File: src/rtl/sr_flop_pkg.sv
// Shared definitions for the SR-flop register family.
//   SR_* constants : action taken by a bit when s=r=1.
//   op_e           : operation class selected for a cycle; also usable by datapath control.
//   op_select()    : priority decode clr > ld > inr > per-bit s/r, gated by en.
package sr_flop_pkg;

  localparam int unsigned SR_HOLD     = 0;
  localparam int unsigned SR_SET_WINS = 1;
  localparam int unsigned SR_RST_WINS = 2;
  localparam int unsigned SR_TOGGLE   = 3;

  typedef enum logic [2:0] {
    OP_NONE,
    OP_CLR,
    OP_LD,
    OP_INR,
    OP_SR
  } op_e;

  function automatic op_e op_select(input logic en, input logic clr, input logic ld,
                                    input logic inr);
    op_e op;
    if (!en) begin
      op = OP_NONE;
    end else if (clr) begin
      op = OP_CLR;
    end else if (ld) begin
      op = OP_LD;
    end else if (inr) begin
      op = OP_INR;
    end else begin
      op = OP_SR;
    end
    return op;
  endfunction

endpackage

File: src/rtl/sr_flop_reg_if.sv
// Control/data bundle for sr_flop_reg.
//   master : controller side, drives en/clr/ld/din/inr/s/r/conflict_clr, observes q/qbar/conflict.
//   slave  : register side.
// With SR_FLOP_REG_CARRY_EN defined the bundle also carries carry_out (register -> controller).
interface sr_flop_reg_if #(
  parameter int unsigned WIDTH = 16
);

  logic             en;
  logic             clr;
  logic             ld;
  logic [WIDTH-1:0] din;
  logic             inr;
  logic [WIDTH-1:0] s;
  logic [WIDTH-1:0] r;
  logic             conflict_clr;
  logic [WIDTH-1:0] q;
  logic [WIDTH-1:0] qbar;
  logic             conflict;
`ifdef SR_FLOP_REG_CARRY_EN
  logic             carry_out;
`endif

  modport master (
    output en, clr, ld, din, inr, s, r, conflict_clr,
`ifdef SR_FLOP_REG_CARRY_EN
    input  carry_out,
`endif
    input  q, qbar, conflict
  );

  modport slave (
    input  en, clr, ld, din, inr, s, r, conflict_clr,
`ifdef SR_FLOP_REG_CARRY_EN
    output carry_out,
`endif
    output q, qbar, conflict
  );

endinterface

File: src/rtl/sr_flop_cell.sv
// Single-bit SR next-state function (purely combinational).
//   q_i      : current stored bit
//   s_i, r_i : set / reset request
//   q_next_o : next value; s=r=1 resolved by SR_POLICY (hold, set wins, reset wins, toggle)
module sr_flop_cell
  import sr_flop_pkg::*;
#(
  parameter int unsigned SR_POLICY = SR_HOLD
) (
  input  logic q_i,
  input  logic s_i,
  input  logic r_i,
  output logic q_next_o
);

  always_comb begin
    q_next_o = q_i;
    case ({s_i, r_i})
      2'b10:   q_next_o = 1'b1;
      2'b01:   q_next_o = 1'b0;
      2'b11: begin
        case (SR_POLICY)
          SR_SET_WINS: q_next_o = 1'b1;
          SR_RST_WINS: q_next_o = 1'b0;
          SR_TOGGLE:   q_next_o = ~q_i;
          default:     q_next_o = q_i;
        endcase
      end
      default: q_next_o = q_i;
    endcase
  end

endmodule

File: src/rtl/sr_flop_reg.sv
// Generic datapath register (AR/PC/DR/AC style) built from per-bit SR cells, with
// register-level clear, parallel load and increment layered on top.
//   clk   : rising-edge clock
//   rst_n : asynchronous active-low reset, q <= RST_VAL, conflict <= 0
//   bus   : sr_flop_reg_if.slave (en, clr, ld, din, inr, s, r, conflict_clr -> q, qbar, conflict)
// Priority with en=1: clr > ld > inr > per-bit s/r. conflict is a sticky record of s=r=1 seen
// in s/r mode; conflict_clr clears it regardless of en, but a coincident new conflict wins.
// Optional macro SR_FLOP_REG_CARRY_EN adds carry_out: a one-cycle registered pulse after an
// increment from all-ones.
module sr_flop_reg
  import sr_flop_pkg::*;
#(
  parameter int unsigned           WIDTH     = 16,
  parameter logic [WIDTH-1:0]      RST_VAL   = '0,
  parameter int unsigned           SR_POLICY = SR_HOLD
) (
  input logic            clk,
  input logic            rst_n,
  sr_flop_reg_if.slave   bus
);

  if (SR_POLICY > SR_TOGGLE) begin : gen_bad_policy
    $error("sr_flop_reg: SR_POLICY must be 0..3");
  end

  localparam logic [WIDTH-1:0] One = WIDTH'(1);

  op_e              op;
  logic [WIDTH-1:0] q_d, q_q;
  logic             conflict_d, conflict_q;
  logic [WIDTH-1:0] sr_next;

  assign op = op_select(bus.en, bus.clr, bus.ld, bus.inr);

  for (genvar i = 0; i < WIDTH; i++) begin : gen_cell
    sr_flop_cell #(
      .SR_POLICY (SR_POLICY)
    ) u_cell (
      .q_i      (q_q[i]),
      .s_i      (bus.s[i]),
      .r_i      (bus.r[i]),
      .q_next_o (sr_next[i])
    );
  end

  always_comb begin
    q_d = q_q;
    unique case (op)
      OP_CLR:  q_d = '0;
      OP_LD:   q_d = bus.din;
      OP_INR:  q_d = q_q + One;
      OP_SR:   q_d = sr_next;
      default: q_d = q_q;
    endcase
  end

  // Clear first so that a coincident new conflict overrides it.
  always_comb begin
    conflict_d = conflict_q;
    if (bus.conflict_clr) begin
      conflict_d = 1'b0;
    end
    if ((op == OP_SR) && (|(bus.s & bus.r))) begin
      conflict_d = 1'b1;
    end
  end

  always_ff @(posedge clk or negedge rst_n) begin
    if (!rst_n) begin
      q_q        <= RST_VAL;
      conflict_q <= 1'b0;
    end else begin
      q_q        <= q_d;
      conflict_q <= conflict_d;
    end
  end

  assign bus.q        = q_q;
  assign bus.qbar     = ~q_q;
  assign bus.conflict = conflict_q;

`ifdef SR_FLOP_REG_CARRY_EN
  logic carry_d, carry_q;

  assign carry_d = (op == OP_INR) && (&q_q);

  always_ff @(posedge clk or negedge rst_n) begin
    if (!rst_n) begin
      carry_q <= 1'b0;
    end else begin
      carry_q <= carry_d;
    end
  end

  assign bus.carry_out = carry_q;
`endif

endmodule

File: src/flat_wrapper.sv
// flat-port wrapper written by rule: the top's interface ports become plain ports
module sr_flop_reg_flat import sr_flop_pkg::*;
#(
  parameter int unsigned           WIDTH     = 16,
  parameter logic [WIDTH-1:0]      RST_VAL   = '0,
  parameter int unsigned           SR_POLICY = SR_HOLD
)
  (clk, rst_n, bus_en, bus_clr, bus_ld, bus_din, bus_inr, bus_s, bus_r, bus_conflict_clr, bus_q, bus_qbar, bus_conflict);
  sr_flop_reg_if #(.WIDTH(WIDTH)) bus_i ();
  input logic clk;
  input logic rst_n;
  input wire logic [$bits(bus_i.en)-1:0] bus_en;
  input wire logic [$bits(bus_i.clr)-1:0] bus_clr;
  input wire logic [$bits(bus_i.ld)-1:0] bus_ld;
  input wire logic [$bits(bus_i.din)-1:0] bus_din;
  input wire logic [$bits(bus_i.inr)-1:0] bus_inr;
  input wire logic [$bits(bus_i.s)-1:0] bus_s;
  input wire logic [$bits(bus_i.r)-1:0] bus_r;
  input wire logic [$bits(bus_i.conflict_clr)-1:0] bus_conflict_clr;
  output wire logic [$bits(bus_i.q)-1:0] bus_q;
  output wire logic [$bits(bus_i.qbar)-1:0] bus_qbar;
  output wire logic [$bits(bus_i.conflict)-1:0] bus_conflict;
  assign bus_i.en = bus_en;
  assign bus_i.clr = bus_clr;
  assign bus_i.ld = bus_ld;
  assign bus_i.din = bus_din;
  assign bus_i.inr = bus_inr;
  assign bus_i.s = bus_s;
  assign bus_i.r = bus_r;
  assign bus_i.conflict_clr = bus_conflict_clr;
  assign bus_q = bus_i.q;
  assign bus_qbar = bus_i.qbar;
  assign bus_conflict = bus_i.conflict;
  sr_flop_reg #(.WIDTH(WIDTH), .RST_VAL(RST_VAL), .SR_POLICY(SR_POLICY)) u_core (.clk(clk), .rst_n(rst_n), .bus(bus_i));
endmodule
File: config.mk
export PLATFORM = sky130hd
export DESIGN_NAME = sr_flop_reg_flat
export DESIGN_NICKNAME = d
export VERILOG_FILES = /design/src/rtl/sr_flop_pkg.sv /design/src/rtl/sr_flop_reg_if.sv /design/src/rtl/sr_flop_cell.sv /design/src/rtl/sr_flop_reg.sv /design/src/flat_wrapper.sv
export SDC_FILE = /design/constraint.sdc
export NUM_CORES = 1
export LEC_CHECK = 0
export ABC_AREA = 1
export BUFFER_PORTS_ARGS = -buffer_cell sky130_fd_sc_hd__buf_4
export CAP_MARGIN = 20
export CORE_MARGIN = 2
export CORE_UTILIZATION = 45
export CTS_CLUSTER_DIAMETER = 60
export DETAILED_ROUTE_END_ITERATION = 10
export PLACE_DENSITY = 0.78
export SLEW_MARGIN = 15
export SYNTH_ARGS = -nofsm -noshare
export SYNTH_HDL_FRONTEND = slang
export SYNTH_SLANG_ARGS = --single-unit
File: constraint.sdc
create_clock -name clk -period 1.3 [get_ports clk]
set_input_delay 0.065 -clock clk [delete_from_list [all_inputs] [get_ports clk]]
set_output_delay 0.065 -clock clk [all_outputs]
set_load 0.02 [all_outputs]
==> metrics, run 1 <==
Post-Syn Instances=340; post-synthesis register bit count=17; DRC=0; Die Span Y=73.7 um; r2r worst-path depth=10; vias per cell=4.94; clock slew at reported path FFs=70 ps; failing checks=negative setup slack; number of global-route vias before repair=2205; FMAX=741 MHz; DRT iter0 DRCs=234; Vias=2435; largest family of logic cells by synthesized area=simple AND/OR/NAND/NOR gates; Crit path top cell by count=nand2_1; CP cell instances=ha_4, nand3_4, inv_4, nand2_2, nor2_1, nand2_1, nand3_1, nand2_1, nand2_1, nand2_1; worst-path maximum fanout=4; DR WL/cell=13.4 um; worst slack, placed=-147 ps; met3 Resource Use GR=2.61%; CTS Sinks=17; met1 Use GR=32.5%; CTS buffer count=3; Crit Path Category=register to register; R2R Setup Slk=-50 ps; CP Capture Type=register; Ports=88; min cycle time layout=1350 ps; CP endpoint=u_core.bus.q[12]; later-pin clock latency in the skew report=250 ps; Syn-to-layout area delta=44.0%; total routed wirelength=6.61 mm; max cap viols=0; DR pass1 iterations=5; root buffer cell=clkbuf_8; Power Density=573 nW/um^2; Worst Path Arrival=1490 ps; number of routed nets with antenna violations=0; reg2reg start=u_core.bus.q[0]; initial antenna violation count=0; Hold Path Class=input pin to register; most common cell after layout, fill and taps aside=buf_4; hold violation count in the final report=0; Worst VDD drop=391 uV; post-synthesis mux area share=0%; crit-path max cell delay=430 ps; LEAKAGE=1.76 nW; share of cells above drive strength 1=36.2%; Hold Slack=141 ps; Layout Nets=528; final setup margin=-48.6 ps; DP Wirelength=5.22 mm; clock tree buffer depth=2; worst r2r dst=u_core.bus.q[12]; RSZ-0062 raised after global routing=true; final setup fails=12; Adder-Cell Fraction of Synth Area=18.9%; Post-Syn Area per Cell=6.43 um^2; status=finished with violations; largest net degree at the start of global routing=18; Synth Area in Simple Gates=35.0%; Compound-Gate Fraction of Synth Area=8.24%; Ys Warns=0; clk_skew=3.41 ps; WP depth=10; Startpoint Class=register; GR Util met2=38.4%; cell area after synthesis=2190 um^2; Die ar.=5430 um^2; n_diodes=0; cell accounting for the most synthesized area=nand2_1; CP startpoint=u_core.bus.q[0]; # port buffers=87; share of the synthesized area in the top cell type=20.3%; Filler Cell Count=393; max-slew violation count=0; Final Cycle Share=104%; Die X=73.7 um; Core ar.=4690 um^2; grt peak-use layer=met2; Top Family by Delay on Critical Path=simple AND/OR/NAND/NOR gates; Required @ worst endpoint=1450 ps; top cells by area, synth=nand2_1, dfrtp_1, ha_1, inv_1, buf_4; first-pass GRT wire length=10.1 mm; cell count after placement=481; Worst Path Buf+Inv=1; Worst-Margin Slew=366 ps; Initial Util=46.6%; num rows=25; global route overflow=0; All-Layer GR Usage=23.4%; fin cells=493; global placement routability congestion=0.882; Worst slew margin=75.6%; Max H-tree Level=1; commonest cells after routing, fill and taps aside=buf_4, nand2_1, inv_1, ha_1, nand3_1; CP max-delay cell=dfrtp_1; CTS tree=done; Post-Synth XOR/XNOR Area=0%; sequential-to-total area share from yosys stat=19.5%; Netlist cell types=24; syn nets=428
-- what timing repair did --
action / in CTS / in global routing
endpoints found under the hold margin: 18 / 0
pin swaps: 2 / 9
setup buffers: 1 / 5
gates resized for setup: 10 / 30
hold buffers: 2 / 0
endpoints found under the setup margin: 12 / 14
-- state kept, by name, summed over array words and instances, names as in the netlist --
| register | cells |
|---|---|
| u_core.bus.q | 16 |
| u_core.bus.conflict | 1 |
-- per-stage QoR --
step           TNS [ps]  power [W]  util [%]  cell area [um^2]
3_5_place_dp       -586    0.00134      62.1              2920
5_1_grt           -1110    0.00190      67.1              3150
4_1_cts            -233    0.00176      64.2              3010
2_1_floorplan         0   0.000990         -              2190
6_report           -291    0.00180      67.1              3150
3_3_place_gp      -18.0    0.00132      62.1              2920
-- worst reg2reg max path: stages (launching register included) --
cell	delay [ps]
dfrtp_1	430
ha_4	190
nand3_4	100
inv_4	90
nand2_2	70
nor2_1	80
nand2_1	60
nand3_1	80
nand2_1	50
nand2_1	50
nand2_1	50
-- logic make-up after synthesis --
logic type                 Yosys count
DFF                                 17
and+or+nand+nor                    174
buffers and inverters               83
AOI/OAI and AO/OA                   33
adders and majority gates           33
-- power by group --
group / leakage, nW / switching [W] / internal [W]
clock network: 0.0228 / 0.000187 / 0.000218
registers: 0.227 / 0.0000436 / 0.000567
logic: 1.51 / 0.000414 / 0.000373
-- cell type report --
class / instances / area, um^2 / area share [%]
inverters: 60 / 228 / 7.23
flip-flops and latches: 17 / 428 / 13.6
multi-input cells: 240 / 1470 / 46.7
well taps: 54 / 67.6 / 2.15
clock buffers: 4 / 45.0 / 1.43
repair buffers: 118 / 911 / 28.9
-- metal layers --
layer	part of all wire, %	wire (um)	vias to the layer above
met2	49	3210	89
met4	2.0	131	0
met1	44	2910	1092
li1	-	-	1236
met5	0	0	-
met3	5.4	354	18
-- synth_stat cells --
master    count
a21oi_1       6
buf_2         3
buf_4        17
buf_6         3
dfrtp_1      17
ha_1         33
inv_1        58
inv_2         2
nand2_1     118
nand2_4       1
nand3_1      24
nand3_2       2
nand4_1       4
nand4_4       1
nor2_1       16
nor2_4        1
nor3_4        1
nor4_1        2
o211ai_1      2
o211ai_2      1
o21ai_0      18
o21ai_1       5
o21bai_1      1
or2_2         4
-- worst min-delay path by stage --
stage | startpoint | endpoint | slack [ps] | depth (start not counted)
floorplan | rst_n | u_core.bus.conflict | -230 | 0
global placement | rst_n | u_core.bus.conflict | -60 | 1
detailed placement | rst_n | u_core.bus.conflict | -60 | 1
CTS | bus_din[7] | u_core.bus.q[7] | 150 | 5
global route | bus_din[7] | u_core.bus.q[7] | 150 | 5
finish | bus_din[7] | u_core.bus.q[7] | 140 | 5
(Power assumes the default switching activity.)
==> run 2: changes to the inputs <==
--- a/config.mk
+++ b/config.mk
@@ -12,7 +12,7 @@
 export CORE_UTILIZATION = 45
 export CTS_CLUSTER_DIAMETER = 60
 export DETAILED_ROUTE_END_ITERATION = 10
-export PLACE_DENSITY = 0.78
+export PLACE_DENSITY_LB_ADDON = 0.05
 export SLEW_MARGIN = 15
 export SYNTH_ARGS = -nofsm -noshare
 export SYNTH_HDL_FRONTEND = slang
==> metrics, run 2 (same netlist as run 1, synthesis figures left out) <==
reg2reg start=u_core.bus.q[1]; Worst-Margin Slew=368 ps; Hold Slack=5.38 ps; number of routed nets with antenna violations=0; root buffer cell=clkbuf_8; registers with the most flip-flops=u_core.bus.q: 16 flops, u_core.bus.conflict: 1 flops; DP Wirelength=4.95 mm; Psw=0.000635 W; Required @ worst endpoint=1480 ps; n_diodes=0; commonest cells after routing, fill and taps aside=nand2_1, buf_4, inv_1, ha_1, nand3_1; Max H-tree Level=1; # port buffers=87; Hold Path Class=input pin to register; share of cells above drive strength 1=33.4%; clock slew at reported path FFs=70 ps; grt peak-use layer=met1; later-pin clock latency in the skew report=260 ps; Die Span Y=73.7 um; worst r2r dst=u_core.bus.q[5]; met3 Resource Use GR=1.92%; num rows=25; Startpoint Class=register; Finished Core Util=65.3%; global placement routability congestion=0.869; met1 Use GR=34.9%; Most flops, register=u_core.bus.q; clk_skew=5.45 ps; Die ar.=5430 um^2; Net Sw Frac=35.8%; clock network power share=23.4%; Final Cycle Share=103%; first-pass GRT wire length=9.62 mm; total routed wirelength=5.99 mm; Power Density=579 nW/um^2; failing checks=negative setup slack; All-Layer GR Usage=22.7%; largest net degree at the start of global routing=18; CP endpoint=u_core.bus.q[5]; CP Capture Type=register; DRC=0; Worst Path Arrival=1520 ps; number of global-route vias before repair=2126; Crit Path Category=register to register; R2R Setup Slk=-40 ps; global route overflow=0; CTS buffer count=3; Ports=88; initial antenna violation count=0; final setup fails=8; final setup margin=-40.1 ps; r2r worst-path depth=8; Vias=2385; Reg power frac=34.1%; Comb pwr share=42.6%; DRT iter0 DRCs=129; Core ar.=4690 um^2; Worst slew margin=75.4%; DR pass1 iterations=5; cell internal pwr=0.00114 W; hold violation count in the final report=0; status=finished with violations; clock tree buffer depth=2; RSZ-0062 raised after global routing=true; CP max-delay cell=dfrtp_1; Largest register FFs=16; worst-path maximum fanout=3; Syn-to-layout area delta=40.2%; Initial Util=46.6%; worst slack, placed=-97.0 ps; max-slew violation count=0; Die X=73.7 um; CP startpoint=u_core.bus.q[1]; CTS tree=done; Worst VDD drop=325 uV; min cycle time layout=1340 ps; LEAKAGE=1.73 nW; FMAX=746 MHz; vias per cell=4.89; max cap viols=0; crit-path max cell delay=420 ps; GR Util met2=34.1%; Layout Nets=523; CP cell instances=buf_4, nand3_2, buf_4, o21ai_0, nand3_1, nand3_1, nand2_1, o21ai_1; DR WL/cell=12.3 um; most common cell after layout, fill and taps aside=nand2_1; CTS Sinks=17
run 2: cell count changes in the layout (fill, tap and decap cells not counted), sizes merged:
cell / change
clkbuf: -1
buf: -4
dlygate4sd3: -1
clkinv: +1
run 2: timing repair:
action | CTS | global route
gates resized for setup | 8 | 17
buffers inserted | 0 | 1
setup endpoints to repair | 9 | 14
pin swaps | 1 | 4
hold buffers | 1 | 0
hold endpoints to repair | 17 | 0
run 2: worst max-delay path, delay by kind of cell, from the launching register on:
family,cells,cell delay [ps]
DFF,1,420
and+or+nand+nor,4,320
AOI/OAI and AO/OA,2,230
buffers and inverters,2,300
run 2: cell type report:
type / instances / area [um^2]
Fill cell: 444 / 1630
Multi-Input combinational cell: 240 / 1430
Timing Repair Buffer: 113 / 863
Sequential cell: 17 / 428
Inverter: 60 / 228
Tap cell: 54 / 67.6
Clock buffer: 3 / 41.3
Clock inverter: 1 / 5.00
run 2: worst min-delay path by stage:
stage                          endpoint  cells past startpoint              from  slack (ps)
floorplan           u_core.bus.conflict                      0             rst_n        -230
global placement        u_core.bus.q[0]                      1             rst_n         -50
detailed placement      u_core.bus.q[0]                      1             rst_n         -50
CTS                 u_core.bus.conflict                      2  bus_conflict_clr           2
global route        u_core.bus.conflict                      2  bus_conflict_clr          20
finish              u_core.bus.conflict                      2  bus_conflict_clr           5
run 2: stage by stage:
stage               setup TNS, ps  cells  total power [W]  instance area, um^2
finish                       -133    488          0.00177                 3060
global route                -1170    488          0.00188                 3060
CTS                         -36.9    487          0.00176                 3010
detailed placement           -365    482          0.00134                 2920
global placement            -57.1    482          0.00133                 2920
floorplan                       0    340         0.000990                 2190
run 2: power groups by stage:
stage | clock (W) | combinational [W] | sequential [W]
after floorplan | 0 | 0.000375 | 0.000615
after global placement | 0 | 0.000726 | 0.000607
after detailed placement | 0 | 0.000734 | 0.000608
after CTS | 0.000417 | 0.000743 | 0.000601
after global routing | 0.000441 | 0.000833 | 0.000609
final | 0.000415 | 0.000755 | 0.000604
run 2: per-layer routing:
layer / up-vias / wire length, um
met5: - / 0
met4: 0 / 67
met3: 7 / 356
met2: 89 / 2590
met1: 1064 / 2980
li1: 1225 / -
==> run 3: changes to the inputs <==
--- a/config.mk
+++ b/config.mk
@@ -8,8 +8,10 @@
 export ABC_AREA = 1
 export BUFFER_PORTS_ARGS = -buffer_cell sky130_fd_sc_hd__buf_4
 export CAP_MARGIN = 20
+export CELL_PAD_IN_SITES_DETAIL_PLACEMENT = 1
+export CELL_PAD_IN_SITES_GLOBAL_PLACEMENT = 1
 export CORE_MARGIN = 2
-export CORE_UTILIZATION = 45
+export CORE_UTILIZATION = 30
 export CTS_CLUSTER_DIAMETER = 60
 export DETAILED_ROUTE_END_ITERATION = 10
 export PLACE_DENSITY_LB_ADDON = 0.05
==> metrics, run 3 (same netlist as run 1, synthesis figures left out) <==
status=finished with violations; failing checks=negative setup slack; final setup margin=-76.2 ps; clk_skew=2.11 ps; largest net degree at the start of global routing=18; DR WL/cell=13.5 um; clock tree buffer depth=2; DP Wirelength=6.14 mm; Finished Core Util=45.5%; GR Util met2=29.6%; most common cell after layout, fill and taps aside=buf_4; Worst Path Buf+Inv=2; max cap viols=0; met3 Resource Use GR=2.03%; clock slew at reported path FFs=80 ps; commonest cells after routing, fill and taps aside=buf_4, nand2_1, inv_1, ha_1, nand3_1; All-Layer GR Usage=19.3%; Vias=2391; grt peak-use layer=met2; number of global-route vias before repair=2446; CP max-delay cell=dfrtp_2; global route overflow=0; # port buffers=87; RSZ-0062 raised after global routing=true; CTS tree=done; r2r worst-path depth=9; CTS buffer count=3; Required @ worst endpoint=1460 ps; share of cells above drive strength 1=36.0%; CTS Sinks=17; number of routed nets with antenna violations=0; worst-path maximum fanout=4; WHS Path Cells=2; DRC=0; Layout Nets=533; Post-DP Area=3060 um^2; Syn-to-layout area delta=48.6%; max-slew violation count=0; Die X=89.4 um; Core ar.=7140 um^2; global placement routability congestion=0.827; n_diodes=0; Filler Cell Count=987; Crit Path Category=register to register; first-pass GRT wire length=11.8 mm; Most flops, register=u_core.bus.q; Ports=88; Die ar.=7990 um^2; R2R Setup Slk=-80 ps; hold violation count in the final report=0; DR pass1 iterations=4; Initial Util=30.6%; num rows=31; Worst slew margin=76.5%; worst slack, placed=-164 ps; FMAX=727 MHz; root buffer cell=clkbuf_8; initial antenna violation count=0; total routed wirelength=7.32 mm; registers with the most flip-flops=u_core.bus.q: 16 flops, u_core.bus.conflict: 1 flops; Worst VDD drop=212 uV; vias per cell=4.40; met1 Use GR=29.0%; CP Capture Type=register; LEAKAGE=1.80 nW; min cycle time layout=1380 ps; worst r2r dst=u_core.bus.q[15]; Worst-Margin Slew=349 ps; Power Density=566 nW/um^2; Startpoint Class=register; Worst Path Arrival=1540 ps; Top Family by Delay on Critical Path=simple AND/OR/NAND/NOR gates; reg2reg start=u_core.bus.q[1]; Hold Path End=u_core.bus.conflict; Fin Setup TNS=-534 ps; Design Area, Final=3250 um^2; crit-path max cell delay=430 ps; Crit path top cell by count=nand2_1; final setup fails=12; Max H-tree Level=1; Final Cycle Share=106%; DRT iter0 DRCs=36; Hold Crit Start=bus_conflict_clr; Largest register FFs=16; later-pin clock latency in the skew report=260 ps; Hold Path Class=input pin to register; Die Span Y=89.4 um; CP cell instances=buf_4, nand3_2, nor2_1, buf_4, nand3_1, nand3_1, nand2_1, nand2_1, nand2_1
[run 3: cell types whose count changed in the layout (fill, tap and decap cells not counted), sizes merged]
cell | previous run | this run
buf | 112 | 122
[run 3: routing by layer]
metal	routed length, um	part of all wire (%)	vias to the layer above
met5	0	0	-
met4	74	1.0	0
met3	256	3.5	4
met2	3250	44	57
met1	3750	51	1084
li1	-	-	1246
[run 3: through the flow]
step	instances	hold slack, ps	power [W]
floorplan	340	-231	0.000990
global placement	533	-44.1	0.00137
detailed placement	533	-42.4	0.00138
CTS	540	22.0	0.00183
global route	543	36.4	0.00197
finish	543	34.7	0.00184
[run 3: worst max-delay path by stage]
| stage | from | to | slack [ps] | cells past startpoint |
|---|---|---|---|---|
| 3_3_place_gp | u_core.bus.q[0] | u_core.bus.q[12] | -110 | 10 |
| 2_1_floorplan | u_core.bus.q[1] | u_core.bus.q[12] | 10 | 10 |
| 4_1_cts | u_core.bus.q[0] | u_core.bus.q[12] | -90 | 10 |
| 6_report | u_core.bus.q[1] | u_core.bus.q[15] | -80 | 9 |
| 3_5_place_dp | u_core.bus.q[0] | u_core.bus.q[12] | -160 | 10 |
| 5_1_grt | u_core.bus.q[1] | u_core.bus.q[15] | -200 | 9 |
[run 3: cell type report]
| cell class | count | area, um^2 | share of cell area (%) |
|---|---|---|---|
| Clock buffer | 3 | 41.3 | 1.27 |
| Multi-Input combinational cell | 240 | 1430 | 44.1 |
| Clock inverter | 1 | 5.00 | 0.154 |
| Timing Repair Buffer | 123 | 983 | 30.3 |
| Inverter | 60 | 230 | 7.09 |
| Sequential cell | 17 | 430 | 13.3 |
| Tap cell | 99 | 124 | 3.81 |
[run 3: repair_timing]
action,CTS,global route
gates resized for setup,12,21
pin swaps,2,8
hold buffers,1,0
setup endpoints to repair,13,15
endpoints found under the hold margin,17,0
setup buffers,2,3
[run 3: power by group]
part	switching [W]	total (W)	internal, W
registers	0.0000437	0.000611	0.000567
clock network	0.000218	0.000431	0.000214
logic	0.000412	0.000795	0.000384
